==> config.mk <==
export PLATFORM = sky130hd
export DESIGN_NAME = tlul_adapter_reg
export DESIGN_NICKNAME = d
export VERILOG_FILES = /design/src/rtl/tlul_pkg.sv /design/src/rtl/tlul_req_chk.sv /design/src/rtl/tlul_adapter_reg.sv
export SDC_FILE = /design/constraint.sdc
export NUM_CORES = 1
export LEC_CHECK = 0
export CAP_MARGIN = 25
export CORE_MARGIN = 2
export CORE_UTILIZATION = 31
export CTS_BUF_LIST = sky130_fd_sc_hd__clkbuf_4 sky130_fd_sc_hd__clkbuf_8 sky130_fd_sc_hd__clkbuf_16
export CTS_CLUSTER_SIZE = 20
export DETAILED_ROUTE_END_ITERATION = 12
export HOLD_SLACK_MARGIN = 0.15
export PLACE_DENSITY = 0.89
export SYNTH_ARGS = -nofsm -noshare
export SYNTH_HDL_FRONTEND = slang
export SYNTH_SLANG_ARGS = --single-unit
export TNS_END_PERCENT = 20
==> constraint.sdc <==
create_clock -name clk_i -period 1.92 [get_ports clk_i]
set_input_delay 0.192 -clock clk_i [delete_from_list [all_inputs] [get_ports clk_i]]
set_output_delay 0.192 -clock clk_i [all_outputs]
set_load 0.005 [all_outputs]
==> src/rtl/tlul_pkg.sv <==
// TL-UL link types, widths and opcodes shared by the register adapter and its request checker.
package tlul_pkg;

  localparam int TL_AW  = 32;
  localparam int TL_DW  = 32;
  localparam int TL_AIW = 8;
  localparam int TL_DBW = TL_DW / 8;
  localparam int TL_SZW = 2;

  typedef enum logic [2:0] {
    PutFullData    = 3'h0,
    PutPartialData = 3'h1,
    Get            = 3'h4
  } tl_a_op_e;

  typedef enum logic [2:0] {
    AccessAck     = 3'h0,
    AccessAckData = 3'h1
  } tl_d_op_e;

  typedef struct packed {
    logic                a_valid;
    tl_a_op_e            a_opcode;
    logic [2:0]          a_param;
    logic [TL_SZW-1:0]   a_size;
    logic [TL_AIW-1:0]   a_source;
    logic [TL_AW-1:0]    a_address;
    logic [TL_DBW-1:0]   a_mask;
    logic [TL_DW-1:0]    a_data;
    logic                d_ready;
  } tl_h2d_t;

  typedef struct packed {
    logic                d_valid;
    tl_d_op_e            d_opcode;
    logic [2:0]          d_param;
    logic [TL_SZW-1:0]   d_size;
    logic [TL_AIW-1:0]   d_source;
    logic                d_sink;
    logic [TL_DW-1:0]    d_data;
    logic                d_error;
    logic                a_ready;
  } tl_d2h_t;

  function automatic logic is_put_op(tl_a_op_e op);
    return (op == PutFullData) || (op == PutPartialData);
  endfunction

  function automatic logic is_get_op(tl_a_op_e op);
    return op == Get;
  endfunction

endpackage

==> src/rtl/tlul_req_chk.sv <==
// Combinational A-channel legality check: opcode, alignment, size and mask; zero latency, no flow control.
module tlul_req_chk
  import tlul_pkg::*;
(
  input  tl_a_op_e            opcode,
  input  logic [1:0]          addr_lsb,
  input  logic [TL_SZW-1:0]   size,
  input  logic [TL_DBW-1:0]   mask,
  output logic                err
);

  logic known_op;
  logic bad_op;
  logic bad_align;
  logic bad_size;
  logic bad_full_mask;
  logic empty_mask;

  assign known_op      = is_get_op(opcode) || is_put_op(opcode);
  assign bad_op        = !known_op;
  assign bad_align     = addr_lsb != 2'b00;
  // Registers are word-wide; anything above a 4-byte beat cannot be served.
  assign bad_size      = size > TL_SZW'(2);
  assign bad_full_mask = (opcode == PutFullData) && (mask != {TL_DBW{1'b1}});
  assign empty_mask    = known_op && (mask == '0);

  assign err = bad_op | bad_align | bad_size | bad_full_mask | empty_mask;

endmodule

==> src/rtl/tlul_adapter_reg.sv <==
// TL-UL device responder to register strobes: strobes on accept, response 1 cycle later, held under d_ready backpressure.
// Request legality checking is built in only when TLUL_ADAPTER_REG_ERR_CHECK_EN is defined.
module tlul_adapter_reg
  import tlul_pkg::*;
#(
  parameter int RegAw = 8,
  parameter int RegDw = 32
) (
  input  logic               clk_i,
  input  logic               rst_ni,
  input  tl_h2d_t            tl_i,
  output tl_d2h_t            tl_o,
  output logic               re_o,
  output logic               we_o,
  output logic [RegAw-1:0]   addr_o,
  output logic [RegDw-1:0]   wdata_o,
  output logic [RegDw/8-1:0] be_o,
  input  logic [RegDw-1:0]   rdata_i,
  input  logic               error_i
);

  typedef enum logic {
    IDLE = 1'b0,
    RESP = 1'b1
  } state_e;

  state_e             state;
  state_e             state_nxt;
  logic               accept;
  logic               req_err;
  logic               is_get;
  logic               is_put;
  logic               cap_err;

  logic [TL_AIW-1:0]  rsp_source;
  logic [TL_SZW-1:0]  rsp_size;
  tl_d_op_e           rsp_op;
  logic [RegDw-1:0]   rsp_data;
  logic               rsp_err;

  assign is_get = is_get_op(tl_i.a_opcode);
  assign is_put = is_put_op(tl_i.a_opcode);

`ifdef TLUL_ADAPTER_REG_ERR_CHECK_EN
  tlul_req_chk u_req_chk (
    .opcode   (tl_i.a_opcode),
    .addr_lsb (tl_i.a_address[1:0]),
    .size     (tl_i.a_size),
    .mask     (tl_i.a_mask),
    .err      (req_err)
  );
`else
  assign req_err = 1'b0;
`endif

  assign cap_err = req_err | error_i;

  // Register-side fields are straight pass-through; only the strobes qualify them.
  assign addr_o  = {tl_i.a_address[RegAw-1:2], 2'b00};
  assign wdata_o = tl_i.a_data;
  assign be_o    = tl_i.a_mask;

  logic unused_tl;
  assign unused_tl = ^{tl_i.a_param, tl_i.a_address[TL_AW-1:RegAw], tl_i.a_address[1:0]};

  always_ff @(posedge clk_i or negedge rst_ni) begin
    if (!rst_ni) begin
      state <= IDLE;
    end else begin
      state <= state_nxt;
    end
  end

  always_comb begin
    state_nxt = state;
    accept    = 1'b0;
    re_o      = 1'b0;
    we_o      = 1'b0;
    unique case (state)
      IDLE: begin
        if (tl_i.a_valid) begin
          accept    = 1'b1;
          re_o      = is_get && !req_err;
          we_o      = is_put && !req_err;
          state_nxt = RESP;
        end
      end
      RESP: begin
        if (tl_i.d_ready) begin
          state_nxt = IDLE;
        end
      end
      default: state_nxt = IDLE;
    endcase
  end

  // Response fields load only on accept, so they stay frozen through any D stall.
  always_ff @(posedge clk_i or negedge rst_ni) begin
    if (!rst_ni) begin
      rsp_source <= '0;
      rsp_size   <= '0;
      rsp_op     <= AccessAck;
      rsp_data   <= '0;
      rsp_err    <= 1'b0;
    end else if (accept) begin
      rsp_source <= tl_i.a_source;
      rsp_size   <= tl_i.a_size;
      rsp_op     <= is_get ? AccessAckData : AccessAck;
      rsp_err    <= cap_err;
      rsp_data   <= (is_get && !cap_err) ? rdata_i : '0;
    end
  end

  always_comb begin
    tl_o          = '0;
    tl_o.a_ready  = (state == IDLE);
    tl_o.d_valid  = (state == RESP);
    tl_o.d_opcode = rsp_op;
    tl_o.d_param  = 3'b000;
    tl_o.d_size   = rsp_size;
    tl_o.d_source = rsp_source;
    tl_o.d_sink   = 1'b0;
    tl_o.d_data   = rsp_data;
    tl_o.d_error  = rsp_err;
  end

endmodule
-- Yosys cells after proc, flatten, opt, wreduce, memory -nomap -nowiden
Cells that the tools add are included.
W data, S select, Z words.
- multiplexer cells: 10
- eq/ne operators: 2
- bitwise operators: 1
- reduce and logical (&&, ||, !) cells: 4
- operator list (kind ; count):
    $mux W32 ; 1
    $mux W1 ; 8
    $eq A3 B1 Y1 const B ; 1
    $eq A3 B3 Y1 const B ; 1
    $logic_not A3 Y1 ; 1
    $pmux W1 S2 ; 1
    $logic_and A1 B1 Y1 ; 1
    $logic_not A1 Y1 ; 1
    $logic_or A1 B1 Y1 ; 1
    $not A1 Y1 ; 1
- logic and storage cells: 23
- input bits: 121
- output and inout bits: 98
- bits in registers: 47

-- Logic depth before layout (Yosys ltp)
- word-level depth: 4
- depth in mapped cells: 4
- gate-level depth less buffers: 2

-- Least setup slack after synthesis
No wires, ideal clock.
- kind: register to output
- start point: reg state
- end point: out we_o
- data required time: 1.728 ns
- stages on the path, launching flop included: 5
- arrival time: 1.004 ns
- buffers on the path: 2
- slack: 0.724 ns
- path through: dfrtp_1 nand2b_1 buf_4 buf_6 nor3_1
- longest elaborated chain between the ends: 1
- RTL lines (item ; line ; RTL):
    from (decl) ; tlul_adapter_reg.sv:27 ; state_e state;
    from (signal assigned) ; tlul_adapter_reg.sv:70 ; state <= state_nxt;
    $mux W1 ; tlul_adapter_reg.sv:79 ; unique case (state)
    to (decl) ; tlul_adapter_reg.sv:14 ; output logic we_o,
Every way passes these cells.

-- Worst setup path in the final report
- start point: reg state
- end point: out re_o
- longest elaborated chain between the ends: 1
- RTL lines (item ; line ; RTL):
    $mux W1 ; tlul_adapter_reg.sv:79 ;
    to (decl) ; tlul_adapter_reg.sv:13 ; output logic re_o,
Every way passes these cells.

==> flow_summary.toml <==
[grt]
grt_pass1_vias = 1496
overflow = 0
grt_usage_pct = 12.0
antenna_found_initial = 0
grt_max_degree = 46
grt_pass1_wl_um = 6930

[drt]
dr.pass1.iters = 4
num_vias = 1448
postRouteWirelength_um = 4620
routed_via_density = 4.89
postRouteAntennaNets = 0
drt-wirelength-per-cell_um = 15.6
drc_errors = 0
first_iter_violations = 26

[floorplan]
io_pins = 219
row_count = 30
start_util_pct = 31.6
die_w_um = 86.6
coreArea_um2 = 6680
dieArea_um2 = 7500
die_h_um = 86.6

[cells_and_area]
design_area_um2 = 2920
final_core_util_pct = 43.8
layout-drive-gt1-share_pct = 13.9
regArea_um2 = 1130
multi_input_area_um2 = 558
fillerInstances = 616
diodes = 0
synthToLayoutAreaGrowth_pct = 38.3
finish.net_count = 336

[yosys]
yosys_register_bits = 45
syn_inst = 160
synth_top_family_by_area = "buffers and inverters"
synth-compound-area-share_pct = 15.4
ys_seq_area_share_pct = 53.3
ys_top_cells_by_area = "dfrtp_1 (53%), buf_4 (20%), a32o_1 (15%)"
yosys_warnings = 0
yosys-mux-area-fraction_pct = 6.39
syn_avg_cell_area_um2 = 13.2
synth_xor_area_share_pct = 0
synth_top_cell_by_area = "dfrtp_1"
synthAdderAreaFrac_pct = 0
syn_area_um2 = 2110
synth_top_cell_area_share_pct = 53.3
ys_types = 15
synthSimpleGateAreaFrac_pct = 2.31

[clock_network]
cts.sinks = 45
cts_tree = "built"
clockRootBuffer = "clkbuf_8"
cts_max_path_buffers = 2
cts_buffers = 5
post_cts_buffers = 0
htreeDepth = 2
clk_latency_ns = 0.29
clkTransAtPathRegs_ns = 0.09

[power_and_ir_drop]
ir_drop_mv = 0.458
p_per_area_nw_per_um2 = 777
p_leak_uw = 0.00122

[critical_path]
critPathKind = "flop to output pin"
crit_path_end_kind = "output pin"
r2r_cells = 3
crit_buf_inv = 1
crit_arrival_ns = 1.63
slowest_stage = "clkdlybuf4s50_1"
cp_cell_sequence = "nand2b_4 > nor2b_1 > clkdlybuf4s50_1"
startpoint_type = "flop"
regToRegStartpoint = "state$_DFF_PN0_"
critPathMaxFanout = 10
cp_slowest_stage_delay_ns = 0.53
r2r-end = "rsp_source[6]$_DFFE_PN0P_"
critical-path-top-delay-family = "buffers and inverters"
rrSetupSlack_ns = 0.50
required_ns = 1.73

[placed_design]
placed_area_um2 = 2790
pre_cts_ws_ns = 0.162
gp_congestion = 0.660
numPortBuffers = 97
hpwl_um = 3310

[sta]
tightest_slew_ns = 0.574
period_share_pct = 94.8
finalWorstSetupSlack_ns = 0.0991
final_max_slew_viol_count = 0
hold_violations = 0
max_slew_margin_pct = 61.8
period_needed_ns = 1.82
setup_viol = 0
timing.fmax_mhz = 549
rsz0062_at_grt = "false"
skew_ns = 0.00796
fin_setup_tns_ns = 0

[hold_path]
worstHoldPathType = "primary input to output pin"
hold_end = "wdata_o[0]"
holdPathStages = 0
min_from = "tl_i[1]"

[status]
status = "finished, final reports clean"

[run]
max-cap-violations = 0
==> layout make-up <==
type                       instances  area share (%)
sequential                        45            38.5
clock inverter                     2            1.33
multi-input combinational         58            19.1
timing repair buffer             104            34.9
clock buffer                       6            2.61
inverter                           1           0.128
tap                               80            3.42
==> cells by family after synthesis <==
kind of cell / after synthesis
AOI/OAI and AO/OA: 33
muxes: 12
buffers and inverters: 64
DFF: 45
other: 1
and+or+nand+nor: 5
==> how the worst max path moves through the flow <==
stage | startpoint | to | cells after the start
after floorplan | state$_DFF_PN0_ | we_o | 4
after global placement | tl_i[85] | we_o | 4
after detailed placement | tl_i[85] | re_o | 4
after CTS | state$_DFF_PN0_ | we_o | 3
after global routing | state$_DFF_PN0_ | re_o | 3
final | state$_DFF_PN0_ | re_o | 3
==> per-layer routing <==
layer | routed length, µm | up-vias | global-route usage, %
met5 | 0 | - | 0
met4 | 49 | 0 | 4.55
met3 | 470 | 10 | 5.62
met2 | 2350 | 76 | 21.1
met1 | 1750 | 729 | 12.5
li1 | - | 633 | -
==> Yosys cell counts <==
master    instances
a32o_1           32
buf_2             5
buf_4            55
buf_6             3
conb_1            1
dfrtp_1          45
inv_1             1
mux2_1            1
mux2_2           11
nand2b_1          1
nor2b_1           1
nor3_1            1
nor3b_2           1
nor3b_4           1
o21ai_0           1
==> sequential cells by signal (all words and copies together) (netlist names) <==
signal,flops
rsp_op,1
rsp_data,32
rsp_source,8
rsp_size,2
state,1
rsp_err,1
==> where the power goes <==
part           switching, µW  leakage (µW)  internal [µW]  total, µW
Sequential              43.9      0.000597           1030       1070
Clock                    320     0.0000588            405        725
Combinational            161      0.000569            313        474
Total                    525       0.00122           1750       2270
==> repair_timing <==
action / in CTS / in global routing
pin swaps: 0 / 0
setup endpoints to repair: 2 / 1
gates cloned: 0 / 0
endpoints found under the hold margin: 45 / 0
hold buffers: 1 / 0
gates resized for setup: 1 / 1
==> placed cells by master (no fill, tap or decap), types with 2 or more instances in the layout <==
cell,count
buf_4,6
clkdlybuf4s50_1,96
conb_1,8
mux2_2,11
dfrtp_1,45
nor3b_4,2
clkbuf_8,5
a32o_1,32
==> per-stage QoR <==
stage | hold slack [ns] | std cells | power (µW)
final | 0.384 | 296 | 2270
after global routing | 0.384 | 296 | 2390
after CTS | 0.384 | 296 | 2310
after detailed placement | 0.310 | 287 | 1570
after global placement | 0.307 | 287 | 1560
after floorplan | -0.104 | 167 | 1340
(Power assumes the default switching activity.)
